<file path="config.mk">
export PLATFORM = sky130hd
export DESIGN_NAME = lsu_axi_master
export DESIGN_NICKNAME = d
export VERILOG_FILES = /design/src/rtl/lsu_axi_master_pkg.sv /design/src/rtl/lsu_axi_master.sv
export SDC_FILE = /design/constraint.sdc
export NUM_CORES = 1
export LEC_CHECK = 0
export BUFFER_PORTS_ARGS = -buffer_cell sky130_fd_sc_hd__buf_4
export CORE_AREA = 2 2 98 100
export DETAILED_ROUTE_END_ITERATION = 8
export DIE_AREA = 0 0 100 102
export PLACE_DENSITY = 0.9
export SETUP_SLACK_MARGIN = 0.3
export SLEW_MARGIN = 20
export SYNTH_ARGS = -nofsm -noshare
export SYNTH_HDL_FRONTEND = slang
export SYNTH_SLANG_ARGS = --single-unit
export TNS_END_PERCENT = 50
</file>
<file path="constraint.sdc">
create_clock -name clk -period 3.5 [get_ports clk]
set_input_delay 0.175 -clock clk [delete_from_list [all_inputs] [get_ports clk]]
set_output_delay 0.175 -clock clk [all_outputs]
set_load 0.005 [all_outputs]
</file>
<file path="src/rtl/lsu_axi_master_pkg.sv">
// Shared types and constants for the LSU-to-AXI-lite master.
package lsu_axi_master_pkg;

  localparam int ADDR_W = 32;
  localparam int DATA_W = 32;
  localparam int STRB_W = 4;
  localparam int RESP_W = 2;

  localparam logic [RESP_W-1:0] RESP_OKAY   = 2'b00;
  localparam logic [RESP_W-1:0] RESP_EXOKAY = 2'b01;
  localparam logic [RESP_W-1:0] RESP_SLVERR = 2'b10;
  localparam logic [RESP_W-1:0] RESP_DECERR = 2'b11;

  typedef enum logic [2:0] {
    IDLE    = 3'd0,
    RD_ADDR = 3'd1,
    RD_DATA = 3'd2,
    WR_REQ  = 3'd3,
    WR_RESP = 3'd4,
    DONE    = 3'd5
  } state_t;

  // Anything other than OKAY, including EXOKAY, is reported as an error.
  function automatic logic resp_is_err(input logic [RESP_W-1:0] resp);
    return resp != RESP_OKAY;
  endfunction

endpackage

</file>
<file path="src/rtl/lsu_axi_master.sv">
// Single-outstanding core load/store port bridged onto an AXI-lite master.
//
// state   | meaning
// --------+----------------------------------------------------------
// IDLE    | waiting for a core request; only state with req_ready=1
// RD_ADDR | presenting araddr with arvalid until arready
// RD_DATA | rready high, waiting for rvalid
// WR_REQ  | AW and W presented together, each retires on its own
// WR_RESP | bready high, waiting for bvalid
// DONE    | one-cycle resp_valid, then back to IDLE
module lsu_axi_master
  import lsu_axi_master_pkg::*;
(
  input  logic              clk,
  input  logic              rst_n,
  input  logic              req_valid,
  output logic              req_ready,
  input  logic              req_we,
  input  logic [ADDR_W-1:0] req_addr,
  input  logic [DATA_W-1:0] req_wdata,
  input  logic [STRB_W-1:0] req_wstrb,
  output logic              resp_valid,
  output logic [DATA_W-1:0] resp_rdata,
  output logic              resp_err,
  output logic [ADDR_W-1:0] araddr,
  output logic              arvalid,
  input  logic              arready,
  input  logic [DATA_W-1:0] rdata,
  input  logic [RESP_W-1:0] rresp,
  input  logic              rvalid,
  output logic              rready,
  output logic [ADDR_W-1:0] awaddr,
  output logic              awvalid,
  input  logic              awready,
  output logic [DATA_W-1:0] wdata,
  output logic [STRB_W-1:0] wstrb,
  output logic              wvalid,
  input  logic              wready,
  input  logic [RESP_W-1:0] bresp,
  input  logic              bvalid,
  output logic              bready
);

  state_t            state;
  logic              aw_done;
  logic              w_done;
  logic [ADDR_W-1:0] addr_q;
  logic [DATA_W-1:0] wdata_q;
  logic [STRB_W-1:0] wstrb_q;

  always_ff @(posedge clk) begin
    if (!rst_n) begin
      state      <= IDLE;
      aw_done    <= 1'b0;
      w_done     <= 1'b0;
      addr_q     <= '0;
      wdata_q    <= '0;
      wstrb_q    <= '0;
      resp_rdata <= '0;
      resp_err   <= 1'b0;
    end else begin
      case (state)
        IDLE: begin
          if (req_valid) begin
            addr_q  <= req_addr;
            wdata_q <= req_wdata;
            wstrb_q <= req_wstrb;
            aw_done <= 1'b0;
            w_done  <= 1'b0;
            state   <= req_we ? WR_REQ : RD_ADDR;
          end
        end
        RD_ADDR: begin
          if (arready) state <= RD_DATA;
        end
        RD_DATA: begin
          if (rvalid) begin
            resp_rdata <= rdata;
            resp_err   <= resp_is_err(rresp);
            state      <= DONE;
          end
        end
        WR_REQ: begin
          if (awready) aw_done <= 1'b1;
          if (wready)  w_done  <= 1'b1;
          // Both channels may complete in the same cycle, so look at the
          // live handshakes as well as the sticky flags.
          if ((aw_done || awready) && (w_done || wready)) state <= WR_RESP;
        end
        WR_RESP: begin
          if (bvalid) begin
            resp_err <= resp_is_err(bresp);
            state    <= DONE;
          end
        end
        DONE:    state <= IDLE;
        default: state <= IDLE;
      endcase
    end
  end

  assign req_ready  = (state == IDLE);
  assign arvalid    = (state == RD_ADDR);
  assign rready     = (state == RD_DATA);
  assign awvalid    = (state == WR_REQ) && !aw_done;
  assign wvalid     = (state == WR_REQ) && !w_done;
  assign bready     = (state == WR_RESP);
  assign resp_valid = (state == DONE);

  assign araddr = addr_q;
  assign awaddr = addr_q;
  assign wdata  = wdata_q;
  assign wstrb  = wstrb_q;

endmodule
</file>
After elaboration in Yosys (flattened, before gate mapping)
Cells that the tools add are included.
{ "totals": {"input_bits": 113, "out_inout_bits": 140, "wordCells": 53, "register_bits": 106} }
{ "classes": {"n_reduce_logical": 18, "muxes": 15, "n_eq_ne": 12} }
{ "ops": {"columns": ["op", "count"], "rows": [
  ["$mux W3", 5],
  ["$pmux W3 S5", 1],
  ["$ne A2 B2 Y1 const B", 6],
  ["$reduce_and A3 Y1", 3],
  ["$reduce_bool A2 Y1", 4],
  ["$eq A3 B2 Y1 const B", 2],
  ["$eq A3 B3 Y1 const B", 2],
  ["$pmux W1 S2", 3],
  ["$mux W1", 5],
  ["$reduce_and A5 Y1", 1],
  ["$reduce_and A2 Y1", 2],
  ["$eq A3 B1 Y1 const B", 1],
  ["$logic_and A1 B1 Y1", 3],
  ["$logic_not A3 Y1", 1],
  ["$logic_not A1 Y1", 2],
  ["$logic_or A1 B1 Y1", 2],
  ["$mux W2", 1],
  ["$ne A2 B1 Y1 const B", 1]
]} }

Longest topological paths before layout
{ "logic_depth": {"depth_word": 4, "mapped_depth": 7, "ltp_nobuf": 3} }

Worst setup path before layout
No wires, ideal clock.
{ "synth_path": {"kind": "register to register", "startpoint": "reg state[0]", "endpoint": "reg addr_q[22] (netlist: araddr[22])", "setup_slack_ns": 1.944, "setup_ns": 0.132, "synth_period_minus_slack_ns": 1.556, "arrival_time_ns": 1.423, "path_buffers": 4, "stages_incl_launch_ff": 8, "required_ns": 3.368, "path_cell_list": "dfxtp_1 > buf_6 > or4b_1 > buf_4 > buf_6 > buf_6 > nand2_1 > a21oi_1"} }
{ "synth_between": {"elab_chain_cells": 2} }
{ "synth_lines": {"columns": ["item", "line", "rtl"], "rows": [
  ["from (decl)", "lsu_axi_master.sv:44", "state_t state;"],
  ["from (signal assigned)", "lsu_axi_master.sv:70", "state <= req_we ? WR_REQ : RD_ADDR;"],
  ["$logic_not A3 Y1", "lsu_axi_master.sv:62", "case (state)"],
  ["$reduce_and A2 Y1 (no line)", null, null],
  ["to (signal assigned)", "lsu_axi_master.sv:65", "addr_q <= req_addr;"],
  ["to (decl)", "lsu_axi_master.sv:47", "logic [ADDR_W-1:0] addr_q;"]
]} }
No other way between the ends.
A chain may end at the register's enable or synchronous reset.

Worst setup path after layout
{ "layout_path": {"startpoint": "reg state[0]", "endpoint": "reg addr_q[24] (netlist: araddr[24])"} }
Same word-level chain as after synthesis.

==> implementation parameters <==
Parameter                              Value

Power and ir drop
  Proportion of total power due to net switching    0.301
  Total internal power    2.08 mW
  VDD IR max    0.252 mV
  Psw    0.893 mW
  Pwr per Cell Area    496 nW/um^2
  Proportion of power drawn by the clock network    0.257
  Total leakage power    2.71 nW
  Combinational cell fraction of total power    0.258
  Sequential share of power    0.485

Clock tree
  Number of setup buffers added after CTS    0
  Post_cts resized    0
  Clock-pin transition on the worst setup and hold timing paths    roughly 110 ps
  Clk Latency, worst-skew pair    360 ps
  CTS Hold Buffers Added    0
  Root buf cell    sky130_fd_sc_hd__clkbuf_8
  CTS tree    done
  Buffer levels on the longest clock path    2
  Count of clock tree sinks    106
  H-Tree Depth    3
  Number of buffers created by CTS    9

Critical path
  Kind of critical path    flop to flop
  Endpoint of the lowest-slack register-to-register path    araddr[24]
  Worst Setup EP    araddr[24]
  Data arrival time of the critical path    2590 ps
  Minimum setup slack among reg-to-reg paths    1110 ps
  Cells on worst reg2reg path    4
  Launch instance of the worst register-to-register path    state[0]
  Crit Path Max Fanout    39
  Crit end category    flop
  Worst setup path startpoint    state[0]
  Required time of the critical path    ~3700 ps
  Category of the worst setup path launch point    flop

Drt
  Number of vias per cell after detailed routing    5.00
  Drt wl/cell    13.6 um
  Post-DRT Antenna Nets    0
  Number of DRC violations after detailed routing    0
  Number of design-rule violations left by the first detailed-router iteration    105
  First-pass DRT Iterations    4
  Routed Wire Length    11,400 um
  Total number of vias    around 4,200

Floorplanning
  Effective utilization at floorplan    0.452
  Die Footprint    10,200 um^2
  Rows    35
  Die boundary height    around 100 um
  Number of top-level design ports    253
  Area of the placeable core    9110 um^2
  Die boundary width    100 um

Final layout
  Storage element area    2120 um^2
  Non-filler instance count after layout    839
  Fill cell total of the finished layout    757
  Most frequent standard cell in the layout excluding fill and tap cells    sky130_fd_sc_hd__buf_4
  Synthesis-to-finish area growth    45.3%
  Post-layout net count    836
  Share of layout cells above drive strength 1    0.382
  Count of inserted antenna diode cells    0
  Most frequent cells in the layout    sky130_fd_sc_hd__buf_4, sky130_fd_sc_hd__nand2_1, sky130_fd_sc_hd__dfxtp_1, sky130_fd_sc_hd__a21oi_1, sky130_fd_sc_hd__nor2_1
  Footprint of the multi-input gates    1570 um^2

Synth
  Fraction of the mapped netlist area in compound gates    0.144
  Number of nets produced by synthesis    around 640
  Synth Warn #    0
  Synth Area in Adders    0
  Number of flops mapped to enable cells by yosys    0
  Number of distinct library cells after synthesis    29
  Synthesized-area fraction occupied by xor and xnor cells    0
  Count of mapped cells out of synthesis    526
  Number of synthesized register bits    106
  Proportion of synthesized area in mux cells    0.00760
  Asr flop ratio synth    0
  Combined area of all synthesized cells    4120 um^2
  Dominant synthesized flop cell    sky130_fd_sc_hd__dfxtp_1
  Simple-Gate Fraction of Synth Area    0.223
  Post-Syn Area per Cell    7.83 um^2
  Combinational family with the most area after synthesis    simple AND/OR/NAND/NOR gates
  Register area share after synthesis    0.516

STA
  Final hold viol count    0
  Setup TNS    0 ps
  Endpoints failing setup    0
  RSZ-0062 raised after global routing    no
  Max-slew violation count    0
  F_max    419 MHz
  Transition at the pin with the smallest max-transition slack    765 ps
  Relative slew slack    0.489
  Time the final worst path needs with I/O delays and setup    about 2400 ps
  Final setup skew    15.9 ps
  Final cycle utilization of the critical path    0.682

Global route
  Number of antenna violations at the first check in global routing    0
  Met1 layer usage reported by global route    0.222
  Number of global-route vias before repair    3,863
  Total Routing Usage GR    0.208
  Met2 usage    0.389
  M3 GR Usage    0.0595
  Total gr overflow    0
  Maximum number of pins on one net before global-route repair    57
  Most used routing layer in global routing    met2
  First-pass GRT wire length    17,100 um

Placement
  IO Port Bufs    about 250
  Routability congestion estimate    0.807
  Post-Place Cells    823
  Half-perimeter wire length after detailed placement    8470 um

Flow run
  Max_cap viols    0

Status
  Status    completed

Min path
  Path type of the worst min-delay path    primary input to flop
critical path, cell delays in order (launching register included):
cell	delay (ps)
sky130_fd_sc_hd__dfxtp_1	540
sky130_fd_sc_hd__or4b_2	1100
sky130_fd_sc_hd__buf_4	390
sky130_fd_sc_hd__nand2_1	120
sky130_fd_sc_hd__a21oi_1	70
power by group through the flow:
stage	clock (mW)	sequential, mW	combinational (mW)
finish	0.763	1.44	0.766
CTS	0.783	1.44	0.771
global placement	0	1.46	0.746
floorplan	0	1.43	0.432
detailed placement	0	1.47	0.771
global route	0.841	1.46	0.847
synth_stat cells, types with 2 or more instances:
| cell | instances | area [um^2] |
|---|---|---|
| sky130_fd_sc_hd__a21oi_1 | 102 | 510 |
| sky130_fd_sc_hd__a31oi_1 | 3 | 18.8 |
| sky130_fd_sc_hd__buf_2 | 9 | 45.0 |
| sky130_fd_sc_hd__buf_4 | 35 | 263 |
| sky130_fd_sc_hd__buf_6 | 3 | 33.8 |
| sky130_fd_sc_hd__clkbuf_1 | 25 | 93.8 |
| sky130_fd_sc_hd__dfxtp_1 | 106 | 2120 |
| sky130_fd_sc_hd__inv_1 | 4 | 15.0 |
| sky130_fd_sc_hd__mux2i_1 | 2 | 20.0 |
| sky130_fd_sc_hd__nand2_1 | 203 | 762 |
| sky130_fd_sc_hd__nand2b_1 | 3 | 18.8 |
| sky130_fd_sc_hd__nor2_1 | 11 | 41.3 |
| sky130_fd_sc_hd__nor3_1 | 2 | 10.0 |
| sky130_fd_sc_hd__nor4bb_1 | 2 | 20.0 |
| sky130_fd_sc_hd__o221ai_1 | 2 | 17.5 |
how the worst min path moves through the flow:
stage                      start             end  slack [ps]  cells after the start
CTS                 req_wdata[2]        wdata[2]          40                      3
detailed placement      rdata[5]   resp_rdata[5]         430                      3
floorplan                  rst_n        state[2]         290                      1
finish               req_addr[7]       araddr[7]          50                      3
global placement       rdata[28]  resp_rdata[28]         420                      3
global route         req_addr[7]       araddr[7]          30                      3
sequential cells by signal, indices dropped and copies added (netlist names):
name,count
resp_rdata,32
state,3
wstrb,4
wdata,32
araddr,32
aw_done,1
w_done,1
resp_err,1
metrics by stage:
step | setup slack (ps) | hold slack, ps | utilization | instance area, um^2 | power [mW]
after floorplan | 1940 | 293 | - | 4120 | 1.87
after global placement | 1220 | 421 | 0.635 | 5780 | 2.20
after detailed placement | 1120 | 429 | 0.635 | 5780 | 2.24
after CTS | 1120 | 36.0 | 0.657 | 5980 | 2.99
after global routing | 986 | 25.6 | 0.657 | 5980 | 3.14
final | 1110 | 53.1 | 0.657 | 5980 | 2.97
per-layer routing:
metal | vias to the layer above | wire (um)
li1 | 2053 | -
met1 | 1930 | 4290
met2 | 192 | 5970
met3 | 21 | 912
met4 | 0 | 227
met5 | - | 0
layout make-up:
class                           instances  share of cell area
Clock buffer                           10              0.0213
Tap cell                              111              0.0232
Inverter                                4             0.00251
Sequential cell                       106               0.355
Multi-Input combinational cell        344               0.262
Timing Repair Buffer                  258               0.324
Clock inverter                          6              0.0121
cells by family (layout without fill, tap and decap cells):
kind of cell,after synthesis,after routing
compound gates,113,113
buf+inv,76,278
flops,106,106
mux,3,3
simple gates,228,228
Note: power is estimated with default switching activity, not from simulation.
